<file path="src/rtl/if_id_pipe_reg_pkg.sv">
// Shared definitions for the fetch-to-decode pipeline register:
// the default bubble instruction and the handshake state encoding.
package if_id_pipe_reg_pkg;

    localparam logic [31:0] NOP_DEFAULT = 32'h0000_0000;

    typedef enum logic [1:0] {
        EMPTY = 2'd0,
        FULL  = 2'd1,
        SKID  = 2'd2
    } pipe_state_e;

endpackage

</file>
<file path="src/rtl/if_id_pipe_reg_skid_slot.sv">
// One data+valid holding slot. Clear drops the valid bit and forces the bubble
// instruction but leaves the PC alone; clear wins over load.
module pipe_skid_slot #(
    parameter int                DATA_W    = 32,
    parameter int                ADDR_W    = 32,
    parameter logic [DATA_W-1:0] NOP_INSTR = '0
) (
    input  logic              clk,
    input  logic              reset,
    input  logic              load,
    input  logic              clear,
    input  logic [ADDR_W-1:0] pc_d,
    input  logic [DATA_W-1:0] instr_d,
    output logic              valid,
    output logic [ADDR_W-1:0] pc,
    output logic [DATA_W-1:0] instr
);

    always_ff @(posedge clk) begin
        if (reset) begin
            valid <= 1'b0;
            pc    <= '0;
            instr <= NOP_INSTR;
        end else if (clear) begin
            valid <= 1'b0;
            instr <= NOP_INSTR;
        end else if (load) begin
            valid <= 1'b1;
            pc    <= pc_d;
            instr <= instr_d;
        end
    end

endmodule

</file>
<file path="src/rtl/if_id_pipe_reg.sv">
// Fetch-to-decode pipeline register with valid/ready handshake, flush,
// optional 2-entry skid buffer and a saturating stall-cycle counter.
module if_id_pipe_reg
    import if_id_pipe_reg_pkg::*;
#(
    parameter int                DATA_W    = 32,
    parameter int                ADDR_W    = 32,
    parameter logic [DATA_W-1:0] NOP_INSTR = DATA_W'(NOP_DEFAULT),
    parameter bit                SKID_EN   = 1'b1,
    parameter int                CNT_W     = 16
) (
    input  logic              Clk,
    input  logic              Reset,
    input  logic [ADDR_W-1:0] PCAddResult,
    input  logic [DATA_W-1:0] Instruction,
    input  logic              InValid,
    output logic              InReady,
    input  logic              Flush,
    output logic [ADDR_W-1:0] PCAddResultOut,
    output logic [DATA_W-1:0] InstructionOut,
    output logic              OutValid,
    input  logic              OutReady,
    output logic [CNT_W-1:0]  StallCount
);

    logic              accept, out_xfer;
    logic              m_load, m_clear, m_valid;
    logic [ADDR_W-1:0] m_pc_d;
    logic [DATA_W-1:0] m_instr_d;
    logic              s_valid;
    logic [ADDR_W-1:0] s_pc;
    logic [DATA_W-1:0] s_instr;

    assign accept   = InValid & InReady;
    assign out_xfer = m_valid & OutReady;
    assign OutValid = m_valid;

    // M refills from the skid slot whenever it holds something; S is only
    // occupied in SKID, where InReady is low and no new input can arrive.
    assign m_pc_d    = s_valid ? s_pc    : PCAddResult;
    assign m_instr_d = s_valid ? s_instr : Instruction;

    pipe_skid_slot #(.DATA_W(DATA_W), .ADDR_W(ADDR_W), .NOP_INSTR(NOP_INSTR)) u_main (
        .clk     (Clk),
        .reset   (Reset),
        .load    (m_load),
        .clear   (m_clear),
        .pc_d    (m_pc_d),
        .instr_d (m_instr_d),
        .valid   (m_valid),
        .pc      (PCAddResultOut),
        .instr   (InstructionOut)
    );

    generate
        if (SKID_EN) begin : g_skid
            pipe_state_e state, state_nx;
            logic        in_ready_q;
            logic        s_load, s_clear;

            pipe_skid_slot #(.DATA_W(DATA_W), .ADDR_W(ADDR_W), .NOP_INSTR(NOP_INSTR)) u_skid (
                .clk     (Clk),
                .reset   (Reset),
                .load    (s_load),
                .clear   (s_clear),
                .pc_d    (PCAddResult),
                .instr_d (Instruction),
                .valid   (s_valid),
                .pc      (s_pc),
                .instr   (s_instr)
            );

            assign InReady = in_ready_q;

            always_comb begin
                state_nx = state;
                m_load   = 1'b0;
                m_clear  = 1'b0;
                s_load   = 1'b0;
                s_clear  = 1'b0;
                if (Flush) begin
                    state_nx = EMPTY;
                    m_clear  = 1'b1;
                    s_clear  = 1'b1;
                end else begin
                    case (state)
                        EMPTY: begin
                            if (accept) begin
                                state_nx = FULL;
                                m_load   = 1'b1;
                            end
                        end
                        FULL: begin
                            if (accept && out_xfer) begin
                                m_load = 1'b1;
                            end else if (accept) begin
                                state_nx = SKID;
                                s_load   = 1'b1;
                            end else if (out_xfer) begin
                                state_nx = EMPTY;
                                m_clear  = 1'b1;
                            end
                        end
                        SKID: begin
                            if (out_xfer) begin
                                state_nx = FULL;
                                m_load   = 1'b1;
                                s_clear  = 1'b1;
                            end
                        end
                        default: state_nx = EMPTY;
                    endcase
                end
            end

            always_ff @(posedge Clk) begin
                if (Reset) begin
                    state      <= EMPTY;
                    in_ready_q <= 1'b1;
                end else begin
                    state      <= state_nx;
                    in_ready_q <= (state_nx != SKID);
                end
            end
        end else begin : g_single
            assign s_valid = 1'b0;
            assign s_pc    = '0;
            assign s_instr = NOP_INSTR;
            assign InReady = !m_valid || OutReady;
            assign m_load  = accept && !Flush;
            assign m_clear = Flush || (out_xfer && !accept);
        end
    endgenerate

    always_ff @(posedge Clk) begin
        if (Reset)
            StallCount <= '0;
        else if (m_valid && !OutReady && (StallCount != {CNT_W{1'b1}}))
            StallCount <= StallCount + 1'b1;
    end

endmodule

</file>
<file path="config.mk">
export PLATFORM = sky130hd
export DESIGN_NAME = if_id_pipe_reg
export DESIGN_NICKNAME = d
export VERILOG_FILES = /design/src/rtl/if_id_pipe_reg_pkg.sv /design/src/rtl/if_id_pipe_reg_skid_slot.sv /design/src/rtl/if_id_pipe_reg.sv
export SDC_FILE = /design/constraint.sdc
export NUM_CORES = 1
export LEC_CHECK = 0
export BUFFER_PORTS_ARGS = -buffer_cell sky130_fd_sc_hd__buf_2
export CAP_MARGIN = 10
export CORE_AREA = 2 2 107 135
export DETAILED_ROUTE_END_ITERATION = 8
export DIE_AREA = 0 0 109 137
export PLACE_DENSITY = 0.78
export SLEW_MARGIN = 20
export SYNTH_ARGS = -nofsm -noshare
export SYNTH_HDL_FRONTEND = slang
export SYNTH_SLANG_ARGS = --single-unit
</file>
<file path="constraint.sdc">
create_clock -name Clk -period 1.63 [get_ports Clk]
set_input_delay 0.163 -clock Clk [delete_from_list [all_inputs] [get_ports Clk]]
set_output_delay 0.163 -clock Clk [all_outputs]
set_load 0.005 [all_outputs]
</file>
==> results by group, run 1 <==
Critical path
  – R2R Path Start: g_skid.state[0]$_SDFF_PP0_
  – Worst Setup Start Kind: flop
  – CP Capture Type: flop
  – Crit-path slowest cell: or4_1
  – Register-to-register setup slack: -0.15 ns
  – RR Endpoint: u_main.instr[11]$_SDFFE_PP0P_
  – Worst path required time: 1.96 ns
  – FF-to-FF path depth: 5
  – WP data arrival: between 2 and 2.5 ns
  – CP max stage delay: 0.39 ns
  – CP cell instances: a21boi_4 -> o32a_4 -> bufbuf_16 -> or4_1 -> o21ai_1
  – Kind of critical path: flop to flop
  – Max Fanout on Critical Path: 6

Placed design
  – Placed Area: around 7700 um^2
  – GP Congestion: roughly 0.87
  – DP Wirelength: approximately 11 mm
  – Port bufs: 150

Timing
  – Worst slew pin tran: ~0.66 ns
  – Min Hold Slack: 0.0196 ns
  – Final min period: 1.78 ns
  – Period utilization: 109%
  – Worst-case clock skew: 0.0109 ns
  – Fin worst setup slack: -0.149 ns
  – Peak Freq: about 560 MHz
  – Setup-failing EPs final: 64
  – Relative slew slack: between 50% and 60%
  – Count of final hold-check violations: 0
  – Final Max Slew Viols: 0
  – RSZ-0062 raised after global routing: yes

Synthesis
  – Post-synth ARST share: 0%
  – Top post-synthesis cells by area: dfxtp_1 46%, nand2_1 12%, mux2i_1 10%
  – Net Count, Synth: 840
  – Post-synth EDFFs: 0
  – Yosys warnings: 0
  – Post-synth cell types: 47
  – Post-synth top cells: 203 x nand2_1, 149 x dfxtp_1, 75 x a21oi_1
  – Flop and latch count out of synthesis: 149
  – Post-synth top area share: between 40% and 50%
  – Sequential area share after synthesis: a little under half
  – Synthesized area: 6430 um^2
  – Dominant synthesized flop cell: dfxtp_1
  – Cell taking the most area after synthesis: dfxtp_1
  – Most common cell in the netlist: nand2_1
  – Syn avg cell area: around 8.4 um^2
  – Gate Count Post-Synth: 770

Detailed routing
  – # DRC: 0
  – DR iter-0 viols: between 500 and 600
  – Vias per inst: between 5 and 6
  – DRT Pass-1 Iters: 5
  – DR vias: 6911
  – Drt total wl: 22.0 mm
  – Antenna violation net count after detailed routing: 0
  – Post-DR wirelength/cell: between 15 and 20 um

Finish
  – FILL cells: roughly 940
  – Core Util, Final: around 71%
  – P&R area growth vs syn: 49.5%
  – Layout cells sized above 1: roughly 36%
  – Final instance area: 9620 um^2
  – Nets: between 1000 and 1500
  – Ant diodes: 0

Outcome
  – Failing checks: negative setup slack
  – Status: finished, violations left

GRT
  – Vias in the first global route: 6183
  – Initial antenna violation count: 0
  – Remaining Overflow, GRT: 0
  – Largest net degree at the start of global routing: 83
  – GRT Util Overall: roughly 25%
  – First-pass GRT wire length: about 29 mm

CTS
  – H-Tree Depth: 4
  – Clk Latency, worst-skew pair: around 0.43 ns
  – Total CTS buffers: 17
  – CTS sink count: roughly 150
  – Clock buffer depth: 2
  – CTS Root Cell: clkbuf_16
  – CTS tree: yes
  – Clock transition at path regs: ~0.06 ns

Die
  – I/O pin count: between 150 and 200
  – Chip height: about 140 um
  – Core area: 13600 um^2
  – Die X: about 110 um
  – DIE AREA: roughly 15000 um^2
  – Initial core utilization: between 40% and 50%
  – Site Rows: 48

Pwr
  – Worst vdd ir: between 0.0007 and 0.0008 V
  – Switching power: ~2.1 mW
  – Overall Power: ~8.7 mW
  – PD cells: around 900 nW/um^2
  – Net Sw Frac: around a quarter
  – Int Power: 6.60 mW
  – Clock share of power: 46.2%
  – Gate power share: about a tenth
  – Share of power burned in registers: around 43%
  – Static Leak: 3.78 nW

Hold path
  – Hold Path Class: input pin to flop
  – Hold depth: 3
  – Critical hold path startpoint: PCAddResult[24]
  – Hold endpoint: g_skid.u_skid.pc[24]$_SDFFE_PP0P_

Flow run
  – Max Cap Violations: 0
## power by group through the flow
stage	sequential (mW)	clock [mW]	combinational [mW]
global route	3.77	4.15	0.956
detailed placement	3.84	0	0.628
CTS	3.76	4.00	0.785
finish	3.77	4.00	0.900
floorplan	3.84	0	0.303
global placement	3.84	0	0.615
## worst max-delay path by stage
stage                                    start                            end  slack [ns]
detailed placement  g_skid.state[0]$_SDFF_PP0_  u_main.instr[31]$_SDFFE_PP0P_       -0.08
global route        g_skid.state[0]$_SDFF_PP0_  u_main.instr[23]$_SDFFE_PP0P_       -0.15
finish              g_skid.state[0]$_SDFF_PP0_  u_main.instr[11]$_SDFFE_PP0P_       -0.15
floorplan           g_skid.state[0]$_SDFF_PP0_   u_main.instr[4]$_SDFFE_PP0P_      -0.006
CTS                 g_skid.state[0]$_SDFF_PP0_   u_main.instr[3]$_SDFFE_PP0P_       -0.05
global placement    g_skid.state[1]$_SDFF_PP0_  u_main.instr[20]$_SDFFE_PP0P_       -0.01
## routing by layer
layer  part of all wire (%)  GRT usage (%)  vias up  wire [um]
met2                     51           43.0      350      11200
met3                    6.9           6.43       94       1520
met4                    4.5           12.0        0        986
met1                     38           28.5     3302       8330
met5                      0              0        -          0
li1                       -              -     3165          -
## critical path, delay by kind of cell (launching register included)
| kind | cells | cell delay (ns) |
|---|---|---|
| compound gates | 3 | 0.67 |
| buf+inv | 1 | 0.29 |
| flops | 1 | 0.33 |
| simple gates | 1 | 0.39 |
## through the flow
stage / setup TNS, ns / cells / worst slack [ns]
6_report: -2.94 / 1180 / -0.149
5_1_grt: -5.82 / 1180 / -0.152
4_1_cts: -0.807 / 1167 / -0.0478
3_5_place_dp: -1.45 / 1076 / -0.0800
3_3_place_gp: -0.0479 / 1076 / -0.0103
2_1_floorplan: -0.00566 / 770 / -0.00566
## cell usage in the layout (no fill, tap or decap), drive strengths merged, types with 3 or more instances in the layout
| master | count |
|---|---|
| a21oi | 75 |
| a31oi | 5 |
| and2 | 3 |
| buf | 206 |
| bufinv | 3 |
| clkbuf | 25 |
| clkinv | 4 |
| dfxtp | 149 |
| dlygate4sd3 | 59 |
| inv | 3 |
| mux2i | 66 |
| nand2 | 203 |
| nand3 | 5 |
| nand4 | 6 |
| nor2 | 8 |
| nor3 | 5 |
| nor4 | 5 |
| o21ai | 69 |
| o31ai | 3 |
| or3 | 5 |
| or4 | 68 |
## area by class of cell
cell class | count | area, um^2 | share of cell area, %
multi-input combinational | 552 | 3660 | 38.0
clock buffer | 21 | 460 | 4.79
tap | 175 | 219 | 2.28
timing repair buffer | 271 | 2140 | 22.3
clock inverter | 9 | 129 | 1.34
sequential | 149 | 3000 | 31.2
inverter | 3 | 11.3 | 0.117
## timing repair
item	CTS	global route
setup buffers	0	5
endpoints found under the hold margin	59	0
setup endpoints to repair	69	140
gates resized for setup	17	146
pin swaps	5	54
hold buffers	59	0
gates cloned	2	8
## state kept, by name, summed over array words and instances (netlist names)
register             flops
InReady                  1
StallCount              16
g_skid.state             2
g_skid.u_skid.instr     32
g_skid.u_skid.pc        32
g_skid.u_skid.valid      1
u_main.instr            32
u_main.pc               32
u_main.valid             1
## logic make-up (layout without fill, tap and decap cells)
kind of cell / after synthesis / in the layout / synth area share (%)
buffers and inverters: 69 / 304 / 4.75
AND/OR/NAND/NOR: 320 / 320 / 24.5
multiplexers: 67 / 67 / 10.4
AO/OA/AOI/OAI: 164 / 164 / 13.7
flip-flops: 149 / 149 / 46.4
adder cells (fa/ha/maj): 1 / 1 / 0.195
Power figures use the tool's default switching activity.
==> run 2, diff against run 1 <==
--- a/config.mk
+++ b/config.mk
@@ -5,12 +5,12 @@
 export SDC_FILE = /design/constraint.sdc
 export NUM_CORES = 1
 export LEC_CHECK = 0
-export BUFFER_PORTS_ARGS = -buffer_cell sky130_fd_sc_hd__buf_2
 export CAP_MARGIN = 10
-export CORE_AREA = 2 2 107 135
+export CORE_AREA = 2 2 104 131
 export DETAILED_ROUTE_END_ITERATION = 8
-export DIE_AREA = 0 0 109 137
-export PLACE_DENSITY = 0.78
+export DIE_AREA = 0 0 106 133
+export DONT_BUFFER_PORTS = 1
+export PLACE_DENSITY = 0.72
 export SLEW_MARGIN = 20
 export SYNTH_ARGS = -nofsm -noshare
 export SYNTH_HDL_FRONTEND = slang
==> run 2 against run 1 <==
Net effect: the run still ends with negative setup slack left; register-to-register slack better by 0.11 ns; utilization down 4.7 points; fmax up 6.6%; non-clock buffer count down 139; largest power group unchanged.
==> results by group, run 2 (same netlist as run 1, synthesis figures left out) <==
Outcome
  – Status: finished, violations left
  – Failing checks: negative setup slack

CTS
  – CTS sink count: between 100 and 150
  – CTS tree: yes
  – Clk Latency, worst-skew pair: 0.42 ns
  – H-Tree Depth: 4
  – Clock transition at path regs: 0.06 ns
  – Clock buffer depth: 2
  – Total CTS buffers: 17
  – CTS Root Cell: clkbuf_16

Hold path
  – Hold depth: 3
  – Hold Path Class: input pin to flop

Critical path
  – Crit-path slowest cell: or4_1
  – Worst path top cell family by delay: compound AO/OA/AOI/OAI gates
  – Worst Setup Start Kind: flop
  – R2R Path Start: g_skid.state[0]$_SDFF_PP0_
  – Max Fanout on Critical Path: 34
  – CP cell instances: a21boi_4 -> o32a_4 -> buf_12 -> or4_1 -> o21ai_1
  – Kind of critical path: flop to flop
  – RR Endpoint: u_main.instr[31]$_SDFFE_PP0P_
  – CP Capture Type: flop
  – Worst path required time: between 1.5 and 2 ns
  – Critical path depth in cells: 5
  – Register-to-register setup slack: -0.04 ns
  – CP max stage delay: roughly 0.52 ns
  – CP endpoint: u_main.instr[31]$_SDFFE_PP0P_
  – Worst Path Buf+Inv: 1
  – CP Launch Point: g_skid.state[0]$_SDFF_PP0_
  – FF-to-FF path depth: 5
  – WP data arrival: around 2.0 ns

Detailed routing
  – Post-DR wirelength/cell: 19.4 um
  – DR iter-0 viols: 519
  – Vias per inst: a little under 6
  – Drt total wl: just over 20 mm
  – DR vias: ~6200
  – Antenna violation net count after detailed routing: 0
  – DRT Pass-1 Iters: 5
  – # DRC: 0

Die
  – Core area: between 10000 and 15000 um^2
  – Die X: around 110 um
  – DIE AREA: around 14000 um^2
  – Site Rows: between 40 and 50
  – I/O pin count: between 150 and 200
  – Chip height: 133 um
  – Initial core utilization: between 40% and 50%

Pwr
  – Overall Power: 8.33 mW
  – PD cells: 973 nW/um^2
  – Worst vdd ir: between 0.0006 and 0.0007 V
  – Static Leak: between 2 and 3 nW

Timing
  – Relative slew slack: about 76%
  – Worst slew pin tran: 0.361 ns
  – Setup-failing EPs final: 23
  – Period utilization: 102%
  – Peak Freq: about 600 MHz
  – Final min period: 1.67 ns
  – Fin worst setup slack: -0.0384 ns
  – Final Max Slew Viols: 0
  – RSZ-0062 raised after global routing: yes
  – Count of final hold-check violations: 0
  – Worst-case clock skew: 0.0146 ns

Finish
  – FILL cells: ~1000
  – Nets: a little over 900
  – Ant diodes: 0
  – Layout cells sized above 1: 17.4%
  – P&R area growth vs syn: 33.1%
  – Core Util, Final: 65.8%
  – Most common cell after layout, fill and taps aside: nand2_1
  – Leading cell types in the layout, fill and taps excluded: 202 x nand2_1, 142 x dfxtp_1, 72 x a21oi_1

Placed design
  – Port bufs: 0
  – DP Wirelength: 10.8 mm
  – GP Congestion: roughly 0.8

Flow run
  – Max Cap Violations: 0

GRT
  – Met3 Use GR: under 10%
  – First-pass GRT wire length: approximately 29 mm
  – M1 GR Usage: between 30% and 40%
  – Largest net degree at the start of global routing: 80
  – Busiest grt layer: met2
  – GRT Util Overall: 25.8%
  – GR Util met2: around 44%
  – Remaining Overflow, GRT: 0
  – Vias in the first global route: 5917
  – Initial antenna violation count: 0
run 2: cell types whose count changed in the layout (fill, tap and decap cells not counted), sizes merged:
| cell | delta |
|---|---|
| buf | -142 |
| dlygate4sd3 | +6 |
| inv | +4 |
| clkbuf | -3 |
| bufbuf | -2 |
| clkinvlp | +2 |
| bufinv | -1 |
| clkinv | -1 |
run 2: cell type report:
type                    instances  area, um^2  area share, %
clock buffers                  19         433           5.06
clock inverters                13         148           1.73
inverters                       3        11.3          0.132
multi-input cells             552        3320           38.8
flip-flops and latches        149        3000           35.0
well taps                     171         214           2.50
repair buffers                132        1430           16.7
run 2: worst register-to-register path, stage by stage (launching register included):
cell	delay, ns
dfxtp_2	0.33
a21boi_4	0.14
o32a_4	0.34
buf_12	0.18
or4_1	0.53
o21ai_1	0.09
run 2: worst min-delay path by stage:
stage,from,end,slack [ns]
final,Reset,StallCount[0]$_SDFFE_PP0P_,0.05
after global routing,PCAddResult[18],u_main.pc[18]$_SDFFE_PP0P_,0.04
after CTS,Reset,StallCount[0]$_SDFFE_PP0P_,0.03
after detailed placement,Reset,g_skid.u_skid.pc[10]$_SDFFE_PP0P_,0.25
after global placement,Reset,g_skid.u_skid.pc[0]$_SDFFE_PP0P_,0.26
after floorplan,Instruction[0],g_skid.u_skid.instr[0]$_SDFFE_PP0P_,0.30
run 2: metrics by stage:
| step | setup TNS [ns] | setup WS [ns] | cells | instance area (um^2) | hold WS, ns |
|---|---|---|---|---|---|
| after global routing | -2.41 | -0.0811 | 1039 | 8560 | 0.0431 |
| after global placement | -0.0385 | -0.0385 | 925 | 6870 | 0.257 |
| after floorplan | -0.00566 | -0.00566 | 770 | 6440 | 0.299 |
| final | -0.280 | -0.0384 | 1039 | 8560 | 0.0487 |
| after detailed placement | -0.761 | -0.0543 | 925 | 6870 | 0.252 |
| after CTS | -0.189 | -0.0435 | 1024 | 8170 | 0.0320 |
run 2: routing by layer:
metal	part of all wire [%]	routed length [um]
met5	0	0
met4	2.3	466
met3	7.7	1560
met2	51	10200
met1	39	7890
run 2: report_power, final:
| group | internal, mW | leakage [nW] | switching (mW) |
|---|---|---|---|
| Clock | 2.28 | 0.271 | 1.58 |
| Sequential | 3.72 | 1.21 | 0.0637 |
| Combinational | 0.333 | 1.38 | 0.359 |
| Total | 6.32 | 2.86 | 2.01 |
run 2: repair_timing:
item / 4_1_cts / 5_1_grt
buffers inserted: 0 / 6
resized for setup: 7 / 78
hold buffers: 67 / 0
endpoints found under the hold margin: 144 / 0
gates cloned: 0 / 9
pin swaps: 0 / 8
endpoints found under the setup margin: 45 / 91
==> run 3, diff against run 2 <==
--- a/config.mk
+++ b/config.mk
@@ -10,7 +10,7 @@
 export DETAILED_ROUTE_END_ITERATION = 8
 export DIE_AREA = 0 0 106 133
 export DONT_BUFFER_PORTS = 1
-export PLACE_DENSITY = 0.72
+export PLACE_DENSITY = 0.7
 export SLEW_MARGIN = 20
 export SYNTH_ARGS = -nofsm -noshare
 export SYNTH_HDL_FRONTEND = slang
==> constraint.sdc (replaced) <==
create_clock -name Clk -period 2.1 [get_ports Clk]
set_input_delay 0.21 -clock Clk [delete_from_list [all_inputs] [get_ports Clk]]
set_output_delay 0.21 -clock Clk [all_outputs]
set_load 0.005 [all_outputs]
==> run 3 against run 2 <==
Net effect: sequential share of layout area increased by 2.9 points; total power decreased by 25%; the run now ends clean; largest cell class unchanged; clock skew decreased by 0.0071 ns; non-clock buffer count decreased by 42; wire length decreased by 8.4%; sequential power decreased by 22%; critical path depth decreased by 1; fmax decreased by 17%; critical endpoint is now u_main.instr[22]$_SDFFE_PP0P_.
==> results by group, run 3 (same netlist as run 1, synthesis figures left out) <==
Timing
  – Final Max Slew Viols: 0
  – RSZ-0062 raised after global routing: no
  – Setup-failing EPs final: 0
  – Period utilization: ~96%
  – Count of final hold-check violations: 0
  – Worst-case clock skew: roughly 0.0076 ns
  – Peak Freq: slightly below 500 MHz
  – Final TNS setup: 0 ns
  – Worst slew pin tran: roughly 0.93 ns
  – Relative slew slack: about 38%
  – Final min period: roughly 2.0 ns

Die
  – Die X: ~110 um
  – DIE AREA: about 14000 um^2
  – Initial core utilization: 49.5%
  – Core area: roughly 13000 um^2
  – Site Rows: between 40 and 50
  – Chip height: approximately 130 um
  – I/O pin count: between 150 and 200

Placed design
  – DP Wirelength: ~10 mm
  – Placed Cells: between 800 and 900
  – Port bufs: 0
  – GP Congestion: 0.823

Detailed routing
  – # DRC: 0
  – Antenna violation net count after detailed routing: 0
  – DRT Pass-1 Iters: 6
  – DR iter-0 viols: 361
  – Drt total wl: 18.4 mm
  – Vias per inst: slightly below 6
  – Post-DR wirelength/cell: approximately 18 um
  – DR vias: about 5900

Pwr
  – Static Leak: about 2.5 nW
  – Worst vdd ir: a little over 0.0004 V
  – PD cells: ~800 nW/um^2

Finish
  – Post-route insts no fill: roughly 1000
  – P&R area growth vs syn: 22.2%
  – FILL cells: between 1000 and 1500
  – Ant diodes: 0
  – Most common cell after layout, fill and taps aside: nand2_1
  – Leading cell types in the layout, fill and taps excluded: 203 x nand2_1, 148 x dfxtp_1, 74 x a21oi_1
  – Nets: approximately 880
  – Core Util, Final: about three fifths
  – Layout cells sized above 1: between 8 and 9%

Critical path
  – CP Capture Type: flop
  – R2R Path Start: g_skid.state[1]$_SDFF_PP0_
  – Register-to-register setup slack: 0.09 ns
  – WP data arrival: 2.34 ns
  – CP Launch Point: g_skid.state[1]$_SDFF_PP0_
  – Kind of critical path: flop to flop
  – Max Fanout on Critical Path: 32
  – FF-to-FF path depth: 4
  – RR Endpoint: u_main.instr[22]$_SDFFE_PP0P_
  – CP endpoint: u_main.instr[22]$_SDFFE_PP0P_
  – Worst path required time: 2.43 ns
  – Worst Setup Start Kind: flop

GRT
  – First-pass GRT wire length: between 20 and 30 mm
  – GRT Util Overall: between 20% and 30%
  – Remaining Overflow, GRT: 0
  – Vias in the first global route: around 6000
  – Largest net degree at the start of global routing: 65
  – Initial antenna violation count: 1

Hold path
  – Critical hold path startpoint: Flush
  – Hold Path Class: input pin to flop

CTS
  – Post CTS Setup Buffer Count: 0
  – H-Tree Depth: 4
  – CTS Hold Bufs: 70
  – Clock transition at path regs: 0.06 ns
  – CTS tree: yes
  – CTS Root Cell: clkbuf_16
  – Clock buffer depth: 2
  – Total CTS buffers: 17
  – Post-CTS resize count: 0
  – CTS sink count: roughly 150
  – Clk Latency, worst-skew pair: 0.41 ns

Flow run
  – Max Cap Violations: 0

Outcome
  – Status: finished, final reports clean
## run 3: changes by cell type in the layout (fill, tap and decap cells not counted), moves of 4 or more
cell / change
o21ai_1: -19
or4_4: -15
buf_4: -22
buf_12: -6
dfxtp_2: -4
o21ai_2: -10
buf_6: -12
or4_1: +15
o21ai_0: +29
dfxtp_1: +6
## run 3: final cells by class
cell class | instances | area [um^2] | area share [%]
timing repair buffer | 90 | 921 | 11.7
clock buffer | 21 | 460 | 5.86
multi-input combinational | 552 | 3170 | 40.3
sequential | 149 | 2990 | 38.0
clock inverter | 11 | 103 | 1.31
tap | 171 | 214 | 2.72
inverter | 3 | 11.3 | 0.143
## run 3: power by group
part | leakage [nW] | switching (mW) | internal [mW]
clock | 0.269 | 1.21 | 1.70
sequential | 1.21 | 0.0487 | 2.89
combinational | 1.04 | 0.239 | 0.190
total | 2.52 | 1.50 | 4.77
## run 3: worst min path at each step
stage	depth (start not counted)	endpoint	slack, ns
after floorplan	2	g_skid.u_skid.instr[0]$_SDFFE_PP0P_	0.35
after global placement	1	StallCount[11]$_SDFFE_PP0P_	0.31
after detailed placement	1	g_skid.u_skid.pc[30]$_SDFFE_PP0P_	0.31
after CTS	2	u_main.instr[9]$_SDFFE_PP0P_	0.00006
after global routing	2	u_main.pc[15]$_SDFFE_PP0P_	0.01
final	2	u_main.instr[9]$_SDFFE_PP0P_	0.01
## run 3: worst max-delay path, cell delays in order (launching register included)
cell and delay (ns):
dfxtp_1 0.42, and4b_1 0.26, a21o_1 0.50, or4_1 0.62, o21ai_1 0.13
## run 3: stage by stage
stage	setup WS, ns	hold WS, ns	area (um^2)	power, mW
2_1_floorplan	0.322	0.346	6430	3.22
3_3_place_gp	0.261	0.310	6580	3.25
3_5_place_dp	0.192	0.312	6580	3.26
4_1_cts	0.188	0.0000618	7860	6.30
5_1_grt	0.00534	0.0132	7860	6.47
6_report	0.0856	0.0144	7860	6.27
## run 3: metal layers
| metal | share of wire, % | track usage [%] | up-vias |
|---|---|---|---|
| met2 | 51 | 46.3 | 239 |
| li1 | - | - | 2823 |
| met1 | 40 | 29.5 | 2828 |
| met4 | 2.4 | 11.3 | 2 |
| met5 | 0.10 | 0 | - |
| met3 | 6.5 | 6.75 | 49 |
